===== src/rtl/imm_ext_pkg.sv =====
// Shared constants for the immediate-extension pipeline: mode codes and
// skid-buffer occupancy encoding.
package imm_ext_pkg;

  typedef logic [1:0] mode_t;

  localparam mode_t MODE_ZERO  = 2'b00;
  localparam mode_t MODE_SIGN  = 2'b01;
  localparam mode_t MODE_UPPER = 2'b10;
  localparam mode_t MODE_RSVD  = 2'b11;

  localparam logic [1:0] ST_EMPTY = 2'd0;
  localparam logic [1:0] ST_ONE   = 2'd1;
  localparam logic [1:0] ST_FULL  = 2'd2;

endpackage


===== src/rtl/imm_ext_pipe_if.sv =====
// Request/response handshake bundle for imm_ext_pipe. The producer/consumer
// side uses the master modport, the pipeline uses the slave modport.
interface imm_ext_pipe_if #(
  parameter int unsigned IN_W  = 10,
  parameter int unsigned OUT_W = 32,
  parameter int unsigned TAG_W = 4
);
  logic             in_valid;
  logic             in_ready;
  logic [IN_W-1:0]  in_imm;
  logic [1:0]       in_mode;
  logic [TAG_W-1:0] in_tag;
  logic             out_valid;
  logic             out_ready;
  logic [OUT_W-1:0] out_data;
  logic [TAG_W-1:0] out_tag;
  logic             out_err;

  modport master (
    output in_valid, in_imm, in_mode, in_tag, out_ready,
    input  in_ready, out_valid, out_data, out_tag, out_err
  );

  modport slave (
    input  in_valid, in_imm, in_mode, in_tag, out_ready,
    output in_ready, out_valid, out_data, out_tag, out_err
  );
endinterface


===== src/rtl/imm_ext_core.sv =====
// Combinational immediate extender: zero, sign and upper (shifted) modes;
// the reserved mode extends as zero and flags err.
module imm_ext_core
  import imm_ext_pkg::*;
#(
  parameter int unsigned IN_W     = 10,
  parameter int unsigned OUT_W    = 32,
  parameter int unsigned UP_SHIFT = 16
) (
  input  logic [IN_W-1:0]  imm,
  input  logic [1:0]       mode,
  output logic [OUT_W-1:0] data,
  output logic             err
);

  if (IN_W < 1 || IN_W > OUT_W || IN_W + UP_SHIFT > OUT_W) begin : g_bad_params
    $error("imm_ext_core: illegal IN_W/OUT_W/UP_SHIFT combination");
  end

  logic [OUT_W-1:0] zext;
  logic [OUT_W-1:0] sext;

  assign zext = OUT_W'(imm);
  // Size cast of a signed operand sign-extends, and also covers IN_W == OUT_W.
  assign sext = OUT_W'($signed(imm));

  always_comb begin
    data = zext;
    err  = 1'b0;
    unique case (mode)
      MODE_ZERO:  data = zext;
      MODE_SIGN:  data = sext;
      MODE_UPPER: data = zext << UP_SHIFT;
      MODE_RSVD: begin
        data = zext;
        err  = 1'b1;
      end
      default: data = zext;
    endcase
  end

endmodule


===== src/rtl/imm_ext_pipe.sv =====
// Registered immediate-extension stage with a 2-entry skid buffer: 1-cycle
// latency, full throughput, registered in_ready and a tag carried per request.
module imm_ext_pipe
  import imm_ext_pkg::*;
#(
  parameter int unsigned IN_W     = 10,
  parameter int unsigned OUT_W    = 32,
  parameter int unsigned UP_SHIFT = 16,
  parameter int unsigned TAG_W    = 4
) (
  input logic          clk,
  input logic          rst_n,
  imm_ext_pipe_if.slave bus
);

  logic [OUT_W-1:0] ext_data;
  logic             ext_err;

  imm_ext_core #(
    .IN_W    (IN_W),
    .OUT_W   (OUT_W),
    .UP_SHIFT(UP_SHIFT)
  ) u_core (
    .imm (bus.in_imm),
    .mode(bus.in_mode),
    .data(ext_data),
    .err (ext_err)
  );

  logic [1:0]       state_q, state_d;
  logic             ready_q;
  logic [OUT_W-1:0] main_data_q, skid_data_q;
  logic [TAG_W-1:0] main_tag_q, skid_tag_q;
  logic             main_err_q, skid_err_q;

  logic accept, pop;
  logic load_main, load_skid, shift_skid;

  assign accept = bus.in_valid & ready_q;
  assign pop    = (state_q != ST_EMPTY) & bus.out_ready;

  always_comb begin
    state_d    = state_q;
    load_main  = 1'b0;
    load_skid  = 1'b0;
    shift_skid = 1'b0;
    case (state_q)
      ST_EMPTY: begin
        if (accept) begin
          state_d   = ST_ONE;
          load_main = 1'b1;
        end
      end
      ST_ONE: begin
        if (accept && !pop) begin
          state_d   = ST_FULL;
          load_skid = 1'b1;
        end else if (accept && pop) begin
          load_main = 1'b1;
        end else if (pop) begin
          state_d = ST_EMPTY;
        end
      end
      ST_FULL: begin
        if (pop) begin
          state_d    = ST_ONE;
          shift_skid = 1'b1;
        end
      end
      default: state_d = ST_EMPTY;
    endcase
  end

  always_ff @(posedge clk or negedge rst_n) begin
    if (!rst_n) begin
      state_q     <= ST_EMPTY;
      ready_q     <= 1'b0;
      main_data_q <= '0;
      main_tag_q  <= '0;
      main_err_q  <= 1'b0;
      skid_data_q <= '0;
      skid_tag_q  <= '0;
      skid_err_q  <= 1'b0;
    end else begin
      state_q <= state_d;
      // Registered from next state so out_ready never reaches in_ready combinationally.
      ready_q <= (state_d != ST_FULL);
      if (load_main) begin
        main_data_q <= ext_data;
        main_tag_q  <= bus.in_tag;
        main_err_q  <= ext_err;
      end else if (shift_skid) begin
        main_data_q <= skid_data_q;
        main_tag_q  <= skid_tag_q;
        main_err_q  <= skid_err_q;
      end
      if (load_skid) begin
        skid_data_q <= ext_data;
        skid_tag_q  <= bus.in_tag;
        skid_err_q  <= ext_err;
      end
    end
  end

  assign bus.in_ready  = ready_q;
  assign bus.out_valid = (state_q != ST_EMPTY);
  assign bus.out_data  = main_data_q;
  assign bus.out_tag   = main_tag_q;
  assign bus.out_err   = main_err_q;

endmodule


===== src/flat_wrapper.sv =====
// flat-port wrapper written by rule: the top's interface ports become plain ports
module imm_ext_pipe_flat import imm_ext_pkg::*;
#(
  parameter int unsigned IN_W     = 10,
  parameter int unsigned OUT_W    = 32,
  parameter int unsigned UP_SHIFT = 16,
  parameter int unsigned TAG_W    = 4
)
  (clk, rst_n, bus_in_valid, bus_in_imm, bus_in_mode, bus_in_tag, bus_out_ready, bus_in_ready, bus_out_valid, bus_out_data, bus_out_tag, bus_out_err);
  imm_ext_pipe_if #(.IN_W(IN_W), .OUT_W(OUT_W), .TAG_W(TAG_W)) bus_i ();
  input logic clk;
  input logic rst_n;
  input wire logic [$bits(bus_i.in_valid)-1:0] bus_in_valid;
  input wire logic [$bits(bus_i.in_imm)-1:0] bus_in_imm;
  input wire logic [$bits(bus_i.in_mode)-1:0] bus_in_mode;
  input wire logic [$bits(bus_i.in_tag)-1:0] bus_in_tag;
  input wire logic [$bits(bus_i.out_ready)-1:0] bus_out_ready;
  output wire logic [$bits(bus_i.in_ready)-1:0] bus_in_ready;
  output wire logic [$bits(bus_i.out_valid)-1:0] bus_out_valid;
  output wire logic [$bits(bus_i.out_data)-1:0] bus_out_data;
  output wire logic [$bits(bus_i.out_tag)-1:0] bus_out_tag;
  output wire logic [$bits(bus_i.out_err)-1:0] bus_out_err;
  assign bus_i.in_valid = bus_in_valid;
  assign bus_i.in_imm = bus_in_imm;
  assign bus_i.in_mode = bus_in_mode;
  assign bus_i.in_tag = bus_in_tag;
  assign bus_i.out_ready = bus_out_ready;
  assign bus_in_ready = bus_i.in_ready;
  assign bus_out_valid = bus_i.out_valid;
  assign bus_out_data = bus_i.out_data;
  assign bus_out_tag = bus_i.out_tag;
  assign bus_out_err = bus_i.out_err;
  imm_ext_pipe #(.IN_W(IN_W), .OUT_W(OUT_W), .UP_SHIFT(UP_SHIFT), .TAG_W(TAG_W)) u_core (.clk(clk), .rst_n(rst_n), .bus(bus_i));
endmodule

===== config.mk =====
export PLATFORM = sky130hd
export DESIGN_NAME = imm_ext_pipe_flat
export DESIGN_NICKNAME = d
export VERILOG_FILES = /design/src/rtl/imm_ext_pkg.sv /design/src/rtl/imm_ext_pipe_if.sv /design/src/rtl/imm_ext_core.sv /design/src/rtl/imm_ext_pipe.sv /design/src/flat_wrapper.sv
export SDC_FILE = /design/constraint.sdc
export NUM_CORES = 1
export LEC_CHECK = 0
export CORE_ASPECT_RATIO = 1.25
export CORE_UTILIZATION = 25
export DETAILED_ROUTE_END_ITERATION = 10
export HOLD_SLACK_MARGIN = 0.08
export MAX_ROUTING_LAYER = met4
export PLACE_DENSITY = 0.41
export SYNTH_ARGS = -nofsm -noshare
export SYNTH_HDL_FRONTEND = slang
export SYNTH_SLANG_ARGS = --single-unit

===== constraint.sdc =====
create_clock -name clk -period 1.5 [get_ports clk]
set_input_delay 0.15 -clock clk [delete_from_list [all_inputs] [get_ports clk]]
set_output_delay 0.15 -clock clk [all_outputs]
set_load 0.1 [all_outputs]

== Yosys cells after proc, flatten, opt, wreduce, memory -nomap -nowiden ==
Index checks and enable logic that the tools add are counted.
Storage, ports and cells
  bits in registers: 77
  bits in latches: 0
  bits in writable memories: 0
  ROM bits: 0
  input port bits: 20
  output and inout bits: 39
  logic and storage cells: 46
  memories: 0
Operators by class
  add/sub/neg operators: 0
  multiply operators: 0
  div/mod/pow operators: 0
  $lt $le $gt $ge: 0
  eq/ne operators: 6
  shifts and indexed selects: 0
  muxes and demuxes: 22
  bitwise operators: 2
  reduce and logical (&&, ||, !) cells: 8
Operator list (count)
  $pmux 32 s3: 1
  $mux 32: 2
  $mux 1: 10
  $mux 2: 5
  $mux 4: 2
  $eq 2x2->1 const B: 3
  $pmux 2 s3: 1
  $eq 2x1->1 const B: 2
  $logic_not 2->1: 2
  $reduce_bool 2->1: 2
  $and 1x1->1: 2
  $logic_and 1x1->1: 2
  $ne 2x2->1 const B: 1
  $pmux 1 s2: 1
  $reduce_or 2->1: 1
  $logic_not 1->1: 1

== Logic depth before layout (Yosys ltp) ==
  depth in word-level cells: 7
  gate-level depth with buffers: 6
  gate-level depth less buffers: 5

== Hierarchy ==
Synthesis repeated with hierarchy kept, for this count alone.
Unflattened totals
  cells, all modules: 255
  area, all modules: 3968.8 um^2
By module, submodules not included
  imm_ext_pipe: instances 1, cells an instance 213, area each 3633.5 um^2, sequential area each 1926.8 um^2
  imm_ext_core: instances 1, cells an instance 42, area each 335.3 um^2, sequential area each 0.0 um^2

== Worst setup path before layout ==
Ideal clock, no wire load.
  path type: reg-to-reg
  from: register u_core.ready_q (netlist: u_core.bus.in_ready)
  to: register u_core.skid_tag_q[0]
  library setup time: 0.125 ns
  data arrival time: 1.886 ns
  data required time: 1.375 ns
  path slack: -0.511 ns
  cell stages (with the launch flop): 5
  path buffers: 1
  period minus slack after synthesis: 2.011 ns
  path through: dfrtp_1 -> nand2_1 -> nor3_1 -> buf_2 -> mux2_2
Between the ends
  longest elaborated chain between the ends: 4
RTL lines
  start: declaration: RTL line imm_ext_pipe.sv:31  | logic ready_q;
  start signal: assignment: RTL line imm_ext_pipe.sv:87  | ready_q <= (state_d != ST_FULL);
  $and 1x1->1: RTL line imm_ext_pipe.sv:39  | assign accept = bus.in_valid & ready_q;
  $logic_and 1x1->1: RTL line imm_ext_pipe.sv:55  | if (accept && !pop) begin
  $mux 1: RTL line imm_ext_pipe.sv:55
  $mux 1: RTL line imm_ext_pipe.sv:47  | case (state_q)
  end signal: assignment: RTL line imm_ext_pipe.sv:99  | skid_tag_q <= bus.in_tag;
  end: declaration: RTL line imm_ext_pipe.sv:33  | logic [TAG_W-1:0] main_tag_q, skid_tag_q;
No other way between the ends.
A chain may end at the register's enable or synchronous reset.

== Final worst setup path ==
  from: register u_core.state_q[1]
  to: register u_core.main_tag_q[2] (netlist: u_core.bus.out_tag[2])
Between the ends
  longest elaborated chain between the ends: 7
  elaborated cells on any way between the ends: 15
  classes of those cells: eq/ne: 2; mux: 6; bitwise: 1; reduce/logical: 6
RTL lines
  start: declaration: RTL line imm_ext_pipe.sv:30  | logic [1:0] state_q, state_d;
  start signal: assignment: RTL line imm_ext_pipe.sv:85  | state_q <= state_d;
  $reduce_bool 2->1: RTL line imm_ext_pipe.sv:40  | assign pop = (state_q != ST_EMPTY) & bus.out_ready;
  $and 1x1->1: RTL line imm_ext_pipe.sv:40
  $logic_and 1x1->1 or $logic_not 1->1 (tied branches): RTL line imm_ext_pipe.sv:58, imm_ext_pipe.sv:55
  $mux 1 or $logic_and 1x1->1 (tied branches): RTL line imm_ext_pipe.sv:58, imm_ext_pipe.sv:55
  $mux 1: RTL line imm_ext_pipe.sv:55
  $pmux 1 s2: RTL line imm_ext_pipe.sv:47
  $mux 4 or $reduce_bool 2->1 (tied branches)
  end signal: assignment: RTL line imm_ext_pipe.sv:90  | main_tag_q <= bus.in_tag;
  end signal: assignment: RTL line imm_ext_pipe.sv:94  | main_tag_q <= skid_tag_q;
  end: declaration: RTL line imm_ext_pipe.sv:33
Parallel ways exist; a longest one is shown, timed or not.

==> summary.txt <==
Routing
  – WL final: 6.07 mm
  – First-pass DRT Iterations: 4
  – Post-route ant nets: 0
  – DR DRC count: 0
  – Drt initial violations: 79
  – Vias post-DR: 1708
  – Via density: 4.24
  – DR WL/cell: 15.1 um

STA
  – Setup Total Neg Slack: 0 ns
  – Final period util: 95.8%
  – Final Max Slew Viols: 0
  – Max Clock Freq: 696 MHz
  – Final Skew: 0.00448 ns
  – Post-route minimum period: 1.44 ns
  – Max transition margin: 74.4%
  – Worst Tran Pin Value: 0.384 ns
  – Setup violators final: 0
  – RSZ-0062 raised after global routing: yes
  – Final worst setup slack: 0.0631 ns
  – Fin. Hold Viols: 0

Floorplanning
  – Number of cell rows: 41
  – Die W: 93.9 um
  – Starting Density: 26.0%
  – Die height: 117 um
  – Die area: 11000 sq um
  – IO Pins: 59
  – Area of the core: 10200 sq um

Final layout
  – Final core utilization: 39.0%
  – Fillers: 972
  – Diodes inserted: 0
  – Finished Layout Cells: 403
  – Layout cell share with drive strength beyond 1: 33.9%
  – Layout area overhead: 50.3%
  – Most frequent cells in the layout: mux2i_1, dfrtp_1, buf_12
  – Commonest non-fill, non-tap cell in the layout: mux2i_1
  – Layout net count: 296

CTS
  – Worst-path clk slew: 0.07 ns
  – CTS tree: yes
  – H-tree levels: 2
  – Clock sinks: 55
  – CTS Buffer Depth: 2
  – CTS Buf Count: 5
  – CTS root buffer: clkbuf_16
  – Worst skew pair latency: 0.29 ns

Place
  – Placed Cells incl. Taps: 394
  – HPWL after DPL: 4.22 mm
  – DP Worst Slack: -0.293 ns
  – Gpl congestion: 0.744
  – # port buffers: 58

Logic synthesis
  – Synth unique cells: 22
  – Synthesized area: 2640 sq um
  – Area fraction of the dominant cell type after synthesis: 52.2%
  – Mapped Cells: 214
  – Syn. warnings: 0
  – Yosys reg bits: 55
  – Synth top area cells: dfrtp_1, mux2i_1, mux2_2, buf_4, inv_1
  – Cell taking the most area after synthesis: dfrtp_1
  – Synth Net Count: 237
  – Syn_area_per_cell: 12.3 sq um
  – Seq/Total Area, Yosys: 52.2%

Outcome
  – Status: completed

Worst hold path
  – Worst min-delay path class: in -> async

Global routing
  – Vias in the first global route: 1828
  – Grt ovf: 0
  – GRT Total Usage: 12.3%
  – First-pass GRT wire length: 9.76 mm
  – Initial antenna violation count: 0
  – Largest net degree at the start of global routing: 56

Setup path
  – Setup CP Type: reg -> reg
  – Crit path from: u_core.state_q[1]$_DFF_PN0_
  – CP startpoint kind: flip-flop
  – Max FO, Critical Path: 7
  – Crit path DAT: 1.61 ns
  – Reg2reg setup slack: 0.06 ns
  – Worst reg-to-reg path cell count: 4
  – Worst r2r src: u_core.state_q[1]$_DFF_PN0_
  – WP data required: 1.67 ns
  – Crit path capture type: flip-flop

Run
  – Max Cap Viol: 0
flip-flops by register name, indices dropped and copies added, names as in the netlist:
signal	flops
u_core.skid_tag_q	4
u_core.skid_data_q	21
u_core.bus.in_ready	1
u_core.skid_err_q	1
u_core.bus.out_err	1
u_core.bus.out_data	21
u_core.state_q	2
u_core.bus.out_tag	4
worst max-delay path: stages, from the launching register on:
cell      delay (ns)
dfrtp_1         0.44
nand3b_1        0.15
buf_6           0.16
mux2_4          0.30
mux2_4          0.26
area by class of cell:
class                   instances  area, sq um  area share [%]
flip-flops and latches         55         1390            35.0
repair buffers                 75         1140            28.8
multi-input cells             114         1050            26.6
well taps                     129          161            4.07
clock buffers                   7          133            3.34
inverters                      22         82.6            2.08
clock inverters                 1         5.00           0.126
final timing paths:
kind,endpoint
worst max-delay path,u_core.bus.out_tag[2]$_DFFE_PN0P_
worst min-delay path,u_core.state_q[0]$_DFF_PN0_
worst max register to register,u_core.bus.out_tag[2]$_DFFE_PN0P_
worst min register to register,u_core.skid_tag_q[0]$_DFFE_PN0P_
max in group asynchronous,u_core.bus.in_ready$_DFF_PN0_
min in group clk,u_core.skid_data_q[6]$_DFFE_PN0P_
routing by layer:
metal | part of all wire, % | vias to the layer above | track usage [%]
li1 | - | 821 | -
met1 | 45 | 838 | 14.8
met2 | 48 | 43 | 19.9
met3 | 5.5 | 6 | 3.49
met4 | 1.5 | 0 | 4.31
met5 | 0 | - | -
kinds of logic (layout without fill, tap and decap cells):
kind of cell	after synthesis	in the layout	synth area share (%)
simple gates	21	21	3.94
buf+inv	45	105	9.63
fa+ha+maj	3	3	1.42
xor+xnor	1	1	0.332
mux	78	78	30.4
compound gates	11	11	2.09
flops	55	55	52.2
Yosys cell counts:
cell,n
buf_2,2
nor2_1,1
o21ai_0,2
inv_1,22
mux2i_1,60
buf_1,2
mux2_1,6
buf_4,14
xnor2_1,1
nand2b_1,1
nor3_1,1
mux2_2,12
buf_6,4
dfrtp_1,55
ha_1,3
clkbuf_1,1
a21oi_1,9
or2_2,3
nand2_1,11
nor3b_1,2
and2_1,1
nand3b_1,1
metrics by stage:
step | area (sq um) | hold WS, ns
2_1_floorplan | 2660 | -0.146
3_3_place_gp | 3780 | 0.181
3_5_place_dp | 3780 | 0.180
4_1_cts | 3930 | 0.407
5_1_grt | 3970 | 0.423
6_report | 3970 | 0.379
repair_timing:
item / CTS / global route
endpoints found under the hold margin: 55 / 0
resized for setup: 0 / 10
hold buffers: 1 / 0
buffers inserted: 0 / 0
endpoints found under the setup margin: 0 / 38
Power is left out: the tool's default activity adds up to more than one toggle a clock period on the data nets, which glitch-free logic cannot reach.
